[src/rtl/uart_rx.sv]
// 8N1 UART receiver with 16x oversampling, an input synchronizer and frame-error detection.
// Completed bytes are signalled with a one-cycle o_rx_done pulse; bad stop bits pulse o_frame_err.
module uart_rx #(
    parameter int DBIT    = 8,
    parameter int SB_TICK = 16,
    parameter int DVSR    = 163,
    parameter int DVSR_W  = 8
) (
    input  logic            i_clk,
    input  logic            i_reset,
    input  logic            i_rx,
    output logic [DBIT-1:0] o_data,
    output logic            o_rx_done,
    output logic            o_frame_err
);

    localparam int NW = (DBIT > 1) ? $clog2(DBIT) : 1;

    localparam logic [2:0] IDLE  = 3'd0;
    localparam logic [2:0] START = 3'd1;
    localparam logic [2:0] DATA  = 3'd2;
    localparam logic [2:0] STOP  = 3'd3;
    localparam logic [2:0] BREAK = 3'd4;

    logic              rx_meta;
    logic              rx_s;
    logic [DVSR_W-1:0] tick_cnt;
    logic              tick;
    logic [2:0]        state;
    logic [3:0]        s;
    logic [NW-1:0]     n;
    logic [DBIT-1:0]   b;

    always_ff @(posedge i_clk or negedge i_reset) begin
        if (!i_reset) begin
            rx_meta <= 1'b1;
            rx_s    <= 1'b1;
        end else begin
            rx_meta <= i_rx;
            rx_s    <= rx_meta;
        end
    end

    // Free-running so the sampling phase only depends on when the start edge lands.
    always_ff @(posedge i_clk or negedge i_reset) begin
        if (!i_reset) begin
            tick_cnt <= '0;
        end else if (tick) begin
            tick_cnt <= '0;
        end else begin
            tick_cnt <= tick_cnt + 1'b1;
        end
    end

    assign tick = (tick_cnt == DVSR_W'(DVSR - 1));

    always_ff @(posedge i_clk or negedge i_reset) begin
        if (!i_reset) begin
            state       <= IDLE;
            s           <= '0;
            n           <= '0;
            b           <= '0;
            o_data      <= '0;
            o_rx_done   <= 1'b0;
            o_frame_err <= 1'b0;
        end else begin
            o_rx_done   <= 1'b0;
            o_frame_err <= 1'b0;
            case (state)
                IDLE: begin
                    if (!rx_s) begin
                        state <= START;
                        s     <= '0;
                    end
                end
                // A start bit that is gone by its midpoint is a glitch, not a frame.
                START: begin
                    if (tick) begin
                        if (s == 4'd7) begin
                            if (!rx_s) begin
                                state <= DATA;
                                s     <= '0;
                                n     <= '0;
                            end else begin
                                state <= IDLE;
                            end
                        end else begin
                            s <= s + 1'b1;
                        end
                    end
                end
                DATA: begin
                    if (tick) begin
                        if (s == 4'd15) begin
                            b <= {rx_s, b[DBIT-1:1]};
                            s <= '0;
                            if (n == NW'(DBIT - 1)) begin
                                state <= STOP;
                            end else begin
                                n <= n + 1'b1;
                            end
                        end else begin
                            s <= s + 1'b1;
                        end
                    end
                end
                STOP: begin
                    if (tick) begin
                        if (s == 4'(SB_TICK - 1)) begin
                            if (rx_s) begin
                                o_data    <= b;
                                o_rx_done <= 1'b1;
                                state     <= IDLE;
                            end else begin
                                o_frame_err <= 1'b1;
                                state       <= BREAK;
                            end
                        end else begin
                            s <= s + 1'b1;
                        end
                    end
                end
                // Hold here until the line returns high so a stuck-low line yields one error only.
                BREAK: begin
                    if (rx_s) begin
                        state <= IDLE;
                    end
                end
                default: state <= IDLE;
            endcase
        end
    end

endmodule

[config.mk]
export PLATFORM = sky130hd
export DESIGN_NAME = uart_rx
export DESIGN_NICKNAME = d
export VERILOG_FILES = /design/src/rtl/uart_rx.sv
export SDC_FILE = /design/constraint.sdc
export NUM_CORES = 1
export LEC_CHECK = 0
export ABC_CLOCK_PERIOD_IN_PS = 2200
export CAP_MARGIN = 30
export CORE_MARGIN = 3
export CORE_UTILIZATION = 43
export CTS_CLUSTER_SIZE = 25
export DETAILED_ROUTE_END_ITERATION = 8
export GPL_TIMING_DRIVEN = 0
export SLEW_MARGIN = 20
export SYNTH_ARGS = -nofsm -noshare
export SYNTH_HDL_FRONTEND = slang
export SYNTH_SLANG_ARGS = --single-unit
[constraint.sdc]
create_clock -name i_clk -period 2.2 [get_ports i_clk]
set_clock_uncertainty 0.2 [all_clocks]
set_input_delay 0.33 -clock i_clk [delete_from_list [all_inputs] [get_ports i_clk]]
set_output_delay 0.33 -clock i_clk [all_outputs]
set_load 0.01 [all_outputs]
==> flow_metrics.py, run 1 <==
metrics = {
    "run_status": {
        "status": "completed",
    },
    "drt": {
        "viasPerCell": 5.76,
        "antenna_left": 0,
        "vias": 1349,
        "first_iter_violations": 203,
        "wire_per_inst_um": 15.3,
        "firstDrtPassIters": 4,
        "drc": 0,
        "routed_wl_mm": 3.59,
    },
    "synth": {
        "ys_seq_area_share_pct": 51.2,
        "synth_top_cell_by_area": "dfrtp_1",
        "synth_edf_count": 0,
        "synth_area_sq_mm": 0.00186,
        "synthTopCellsByArea": "dfrtp_1 (48%), mux2_2 (11%), ha_1 (3.4%)",
        "syn_nets": 161,
        "synth.top_cell.area_share_pct": 48.4,
        "ys_types": 46,
        "syn_avg_cell_area_sq_um": 12.2,
        "synth_seq_cells": 38,
        "synth_commonest_cells": "dfrtp_1 (36), mux2_2 (18), nor2_1 (9)",
        "synth_ff_type": "dfrtp_1",
        "async_reset_ff_share_pct": 100,
        "yosys_warnings": 0,
        "netlist_instances": 153,
        "synth.most_common_cell": "dfrtp_1",
    },
    "global_route": {
        "grt_usage_pct": 14.8,
        "antenna_found_initial": 0,
        "first_global_vias": 1327,
        "grt_max_degree": 26,
        "grt_overflow": 0,
        "grt_pass1_wl_mm": 6.03,
    },
    "power": {
        "power.share.sequential_pct": 58.0,
        "power_density_mw_per_mm2": 518,
        "netSwitchingFraction_pct": 20.4,
        "p_leak_uw": 0.00108,
        "vdd_drop_max_mv": 0.407,
        "power_switching_uw": 247,
        "combPwrFrac_pct": 2.3,
        "pwr-share-clk_pct": 39.6,
        "internal_power_uw": 963,
    },
    "floorplan": {
        "die_area_sq_mm": 0.00516,
        "coreArea_sq_mm": 0.00409,
        "io_pins": 13,
        "die_w_um": 71.8,
        "placementRows": 23,
        "start_util_pct": 45.6,
        "dieHeight_um": 71.8,
    },
    "timing": {
        "max_slew.worst_pin.slew_ns": 0.454,
        "fmax_ghz": 0.467,
        "finalSetupViolations": 0,
        "slew_headroom_pct": 69.7,
        "finalSetupTns_ns": 0,
        "min_period_ns": 2.14,
        "hold_violations": 0,
        "slew_viol_final": 0,
        "fin_crit_sh_pct": 97.3,
    },
    "clock_network": {
        "cts-buffers-inserted": 5,
        "cts_tree": "yes",
        "cts_max_level": 2,
        "clk_pin_slew_ns": 0.07,
        "clockRootBuffer": "clkbuf_8",
        "cts_max_path_buffers": 2,
        "worstSkewPairLatency_ns": 0.28,
        "clock_sinks": 38,
    },
    "setup_path": {
        "slowest_stage": "or3_4",
        "max_stage_delay_ns": 0.44,
        "end_kind": "flip-flop",
        "crit_fanout": 10,
        "worstPathCellList": "or3_4, buf_6, o31ai_1, nand4bb_1, mux2_2",
        "critPathArrivalTime_ns": 2.10,
        "critPathTopFamily": "simple AND/OR/NAND/NOR gates",
        "worstSetupPathType": "flip-flop to flip-flop",
        "crit_required_ns": 2.16,
        "cp-start-kind": "flip-flop",
        "cp_num_buf_inv": 1,
    },
    "finish": {
        "fin_area_sq_mm": 0.00233,
        "drive_gt1_share_pct": 33.2,
        "syn_to_final_growth_pct": 25.3,
        "nFillCells": 328,
        "nets": 191,
        "antenna_cells": 0,
        "layout.cells.non_filler": 234,
    },
    "placement": {
        "gp_congestion": 0.898,
        "dp.cells": 216,
        "place.port_buffers": 12,
        "dpl_cell_area_sq_mm": 0.00207,
        "hpwlAfterDp_mm": 2.35,
    },
    "min_path": {
        "min_path_type": "flip-flop to flip-flop",
    },
    "run": {
        "cap_viol_max_count": 0,
    },
}
[state kept, by name (all words and copies together) (netlist names)]
| register | cells |
|---|---|
| b | 8 |
| o_rx_done | 1 |
| tick_cnt | 8 |
| n | 3 |
| state | 3 |
| o_data | 8 |
| o_frame_err | 1 |
| rx_s | 1 |
| s | 4 |
| rx_meta | 1 |
[power by group through the flow]
stage	Combinational [uW]	Clock (uW)	Sequential, uW
after detailed placement	28.2	0	715
after floorplan	4.36	0	715
after global routing	32.7	534	702
after global placement	22.2	0	715
final	28.3	479	702
after CTS	29.6	501	702
[per-layer routing]
layer  track usage, %  vias up  part of all wire (%)  wire length, um
met1             19.6      670                    44             1570
met4             5.01        0                   1.4               52
met3             3.23        8                   4.5              162
met2             24.1       44                    50             1800
met5                0        -                     0                0
li1                 -      627                     -                -
[worst reg2reg max path, cell delays in order (launching register included)]
cell	delay, ns
dfrtp_1	0.41
or3_4	0.44
buf_6	0.17
o31ai_1	0.31
nand4bb_1	0.20
mux2_2	0.30
[layout make-up]
| type | count | area [sq um] | share of cell area, % |
|---|---|---|---|
| timing repair buffer | 22 | 216 | 9.27 |
| sequential | 38 | 953 | 40.8 |
| inverter | 6 | 22.5 | 0.965 |
| clock buffer | 6 | 82.6 | 3.54 |
| tap | 50 | 62.6 | 2.68 |
| multi-input combinational | 102 | 926 | 39.7 |
| clock inverter | 2 | 12.5 | 0.536 |
| buffer | 8 | 58.8 | 2.52 |
[placed cells by master (no fill, tap or decap), types with 4 or more instances in the layout]
master           instances
nor2_1                   9
clkdlybuf4s50_1         11
o21ai_0                  4
nor3b_1                  4
ha_1                     4
nand2_1                  6
and4_1                   4
buf_4                    8
mux2_2                  18
clkbuf_8                 6
dfrtp_1                 36
buf_6                    4
inv_1                    5
xnor2_1                  6
[per-stage QoR]
| stage | total power (uW) | setup slack, ns | util [%] | hold slack [ns] |
|---|---|---|---|---|
| global placement | 738 | -0.242 | 50.2 | 0.147 |
| floorplan | 720 | 0.00593 | - | -0.166 |
| CTS | 1230 | 0.00173 | 55.4 | 0.163 |
| detailed placement | 743 | -0.275 | 50.7 | 0.0641 |
| finish | 1210 | 0.0599 | 57.1 | 0.160 |
| global route | 1270 | -0.0390 | 57.1 | 0.174 |
[kinds of logic (layout without fill, tap and decap cells)]
group,Yosys count,after routing,synth area share (%)
AOI/OAI and AO/OA,25,25,10.5
buffers and inverters,14,44,4.16
muxes,19,19,11.4
DFF,38,38,51.2
xor gates and xnor gates,6,6,2.82
adders and majority gates,5,5,3.36
and+or+nand+nor,46,47,16.6
[repair_timing]
| action | 4_1_cts | 5_1_grt |
|---|---|---|
| resized for setup | 6 | 9 |
| pin swaps | 2 | 2 |
| setup endpoints to repair | 22 | 20 |
| hold buffers | 1 | 0 |
| hold endpoints to repair | 13 | 0 |
| setup buffers | 4 | 4 |
| cloned | 1 | 0 |
[path summary, 6_finish.rpt]
check / start / endpoint / slack, ns / cells past startpoint
worst max-delay path: tick_cnt[2]$_DFF_PN0_ / n[0]$_DFFE_PN0P_ / 0.06 / 5
worst min-delay path: rx_meta$_DFF_PN1_ / rx_s$_DFF_PN1_ / 0.16 / 0
worst max register to register: tick_cnt[2]$_DFF_PN0_ / n[0]$_DFFE_PN0P_ / 0.06 / 5
worst min register to register: rx_meta$_DFF_PN1_ / rx_s$_DFF_PN1_ / 0.16 / 0
max in group asynchronous: i_reset / rx_s$_DFF_PN1_ / 1.00 / 3
min in group asynchronous: i_reset / s[3]$_DFFE_PN0P_ / 0.29 / 2
Note: power is estimated with default switching activity, not from simulation.
==> run 2: changes to the inputs <==
- CAP_MARGIN: 30 -> 20
- CORE_MARGIN: 3 -> not set
==> flow_metrics.py, run 2 (synthesis gave the netlist of run 1 again) <==
metrics = {
    "run_status": {
        "status": "completed",
    },
    "floorplan": {
        "die_w_um": 67.8,
        "start_util_pct": 45.6,
        "placementRows": 23,
        "io_pins": 13,
        "die_area_sq_mm": 0.00460,
        "dieHeight_um": 67.8,
        "coreArea_sq_mm": 0.00409,
    },
    "finish": {
        "final_common_cell": "dfrtp_1",
        "drive_gt1_share_pct": 34.8,
        "antenna_cells": 0,
        "nFillCells": 334,
        "reg_top3": "b x8, o_data x8, tick_cnt x8",
        "final_cell_mix": "dfrtp_1 (35), mux2_2 (18), clkdlybuf4s50_1 (11)",
        "layout.cells.non_filler": 234,
        "syn_to_final_growth_pct": 26.9,
        "nets": 192,
    },
    "drt": {
        "viasPerCell": 5.71,
        "firstDrtPassIters": 4,
        "vias": 1336,
        "drc": 0,
        "antenna_left": 0,
        "first_iter_violations": 218,
        "wire_per_inst_um": 15.3,
        "routed_wl_mm": 3.59,
    },
    "setup_path": {
        "critPathArrivalTime_ns": 2.19,
        "crit_fanout": 10,
        "worstPathCellList": "or3_4, buf_6, o31a_2, nor4_2, mux2_2",
        "end_kind": "flip-flop",
        "max_stage_delay_ns": 0.43,
        "slowest_stage": "or3_4",
        "worstSetupPathType": "flip-flop to flip-flop",
        "reg2reg_depth": 5,
        "cp-start-kind": "flip-flop",
        "crit_required_ns": 2.22,
    },
    "placement": {
        "gp_congestion": 0.873,
        "hpwlAfterDp_mm": 2.37,
        "pre_cts_slack_ns": -0.279,
        "dp.cells": 216,
        "place.port_buffers": 12,
    },
    "min_path": {
        "hold_depth": 0,
        "min_path_type": "flip-flop to flip-flop",
    },
    "power": {
        "power_uw": 1310,
        "vdd_drop_max_mv": 0.456,
        "power_density_mw_per_mm2": 554,
        "p_leak_uw": 0.00110,
    },
    "timing": {
        "fin_crit_sh_pct": 98.6,
        "finalSetupViolations": 0,
        "min_period_ns": 2.17,
        "timing.final.ws_setup_ns": 0.0318,
        "finalSetupTns_ns": 0,
        "holdWs_ns": 0.160,
        "slew_viol_final": 0,
        "hold_violations": 0,
        "max_slew.worst_pin.slew_ns": 0.470,
        "fmax_ghz": 0.461,
        "slew_headroom_pct": 68.6,
    },
    "global_route": {
        "grt_usage_pct": 17.1,
        "first_global_vias": 1258,
        "grt_overflow": 0,
        "grt_max_degree": 26,
        "antenna_found_initial": 0,
        "grt_pass1_wl_mm": 5.80,
    },
    "clock_network": {
        "cts_tree": "yes",
        "clock_sinks": 38,
        "cts_max_path_buffers": 2,
        "clk_pin_slew_ns": 0.07,
        "cts-buffers-inserted": 5,
        "worstSkewPairLatency_ns": 0.28,
        "cts_max_level": 2,
        "clockRootBuffer": "clkbuf_8",
    },
    "run": {
        "cap_viol_max_count": 0,
    },
}
-- run 2: cell count changes in the layout (fill, tap and decap cells not counted), sizes merged --
cell      delta
bufinv       +1
clkinvlp     -1
buf          +1
clkinv       -1
-- run 2: path summary, 6_finish.rpt --
check,slack [ns],startpoint,to
min,0.16,rx_meta$_DFF_PN1_,rx_s$_DFF_PN1_
min in group asynchronous,0.29,i_reset,s[3]$_DFFE_PN0P_
max in group asynchronous,1.00,i_reset,rx_s$_DFF_PN1_
min reg2reg,0.16,rx_meta$_DFF_PN1_,rx_s$_DFF_PN1_
max,0.03,tick_cnt[2]$_DFF_PN0_,s[0]$_DFFE_PN0P_
max reg2reg,0.03,tick_cnt[2]$_DFF_PN0_,s[0]$_DFFE_PN0P_
-- run 2: what timing repair did --
action | CTS | global route
setup buffers | 6 | 3
endpoints found under the hold margin | 13 | 0
cloned | 1 | 0
setup endpoints to repair | 23 | 21
gates resized for setup | 6 | 10
hold buffers | 1 | 0
pin swaps | 2 | 2
-- run 2: worst max-delay path, delay by kind of cell (launching register included) --
family                 cells  cell delay [ns]
buffers and inverters      1             0.17
flip-flops                 1             0.42
AO/OA/AOI/OAI              1             0.36
multiplexers               1             0.21
AND/OR/NAND/NOR            2             0.75
-- run 2: layer usage --
layer  track usage (%)  part of all wire (%)
met5                 0                     0
met4              7.29                   1.2
met3              4.33                   4.2
met2              25.9                    49
met1              23.4                    46
-- run 2: stage by stage --
| stage | cell area [sq um] | utilization [%] |
|---|---|---|
| final | 2360 | 57.9 |
| after detailed placement | 2070 | 50.7 |
| after global placement | 2050 | 50.2 |
| after floorplan | 1870 | - |
| after CTS | 2290 | 56.2 |
| after global routing | 2360 | 57.9 |
-- run 2: cell type report --
class                   count  area, sq um  area share (%)
flip-flops and latches     38          955            40.4
multi-input cells         102          930            39.3
repair buffers             23          224            9.47
clock buffers               6         82.6            3.49
well taps                  50         62.6            2.65
plain buffers               8         58.8            2.49
clock inverters             1         30.0            1.27
inverters                   6         22.5           0.952
-- run 2: where the power goes --
| group | switching (uW) | internal [uW] |
|---|---|---|
| clock network | 217 | 362 |
| logic | 18.5 | 9.82 |
| registers | 0.434 | 702 |
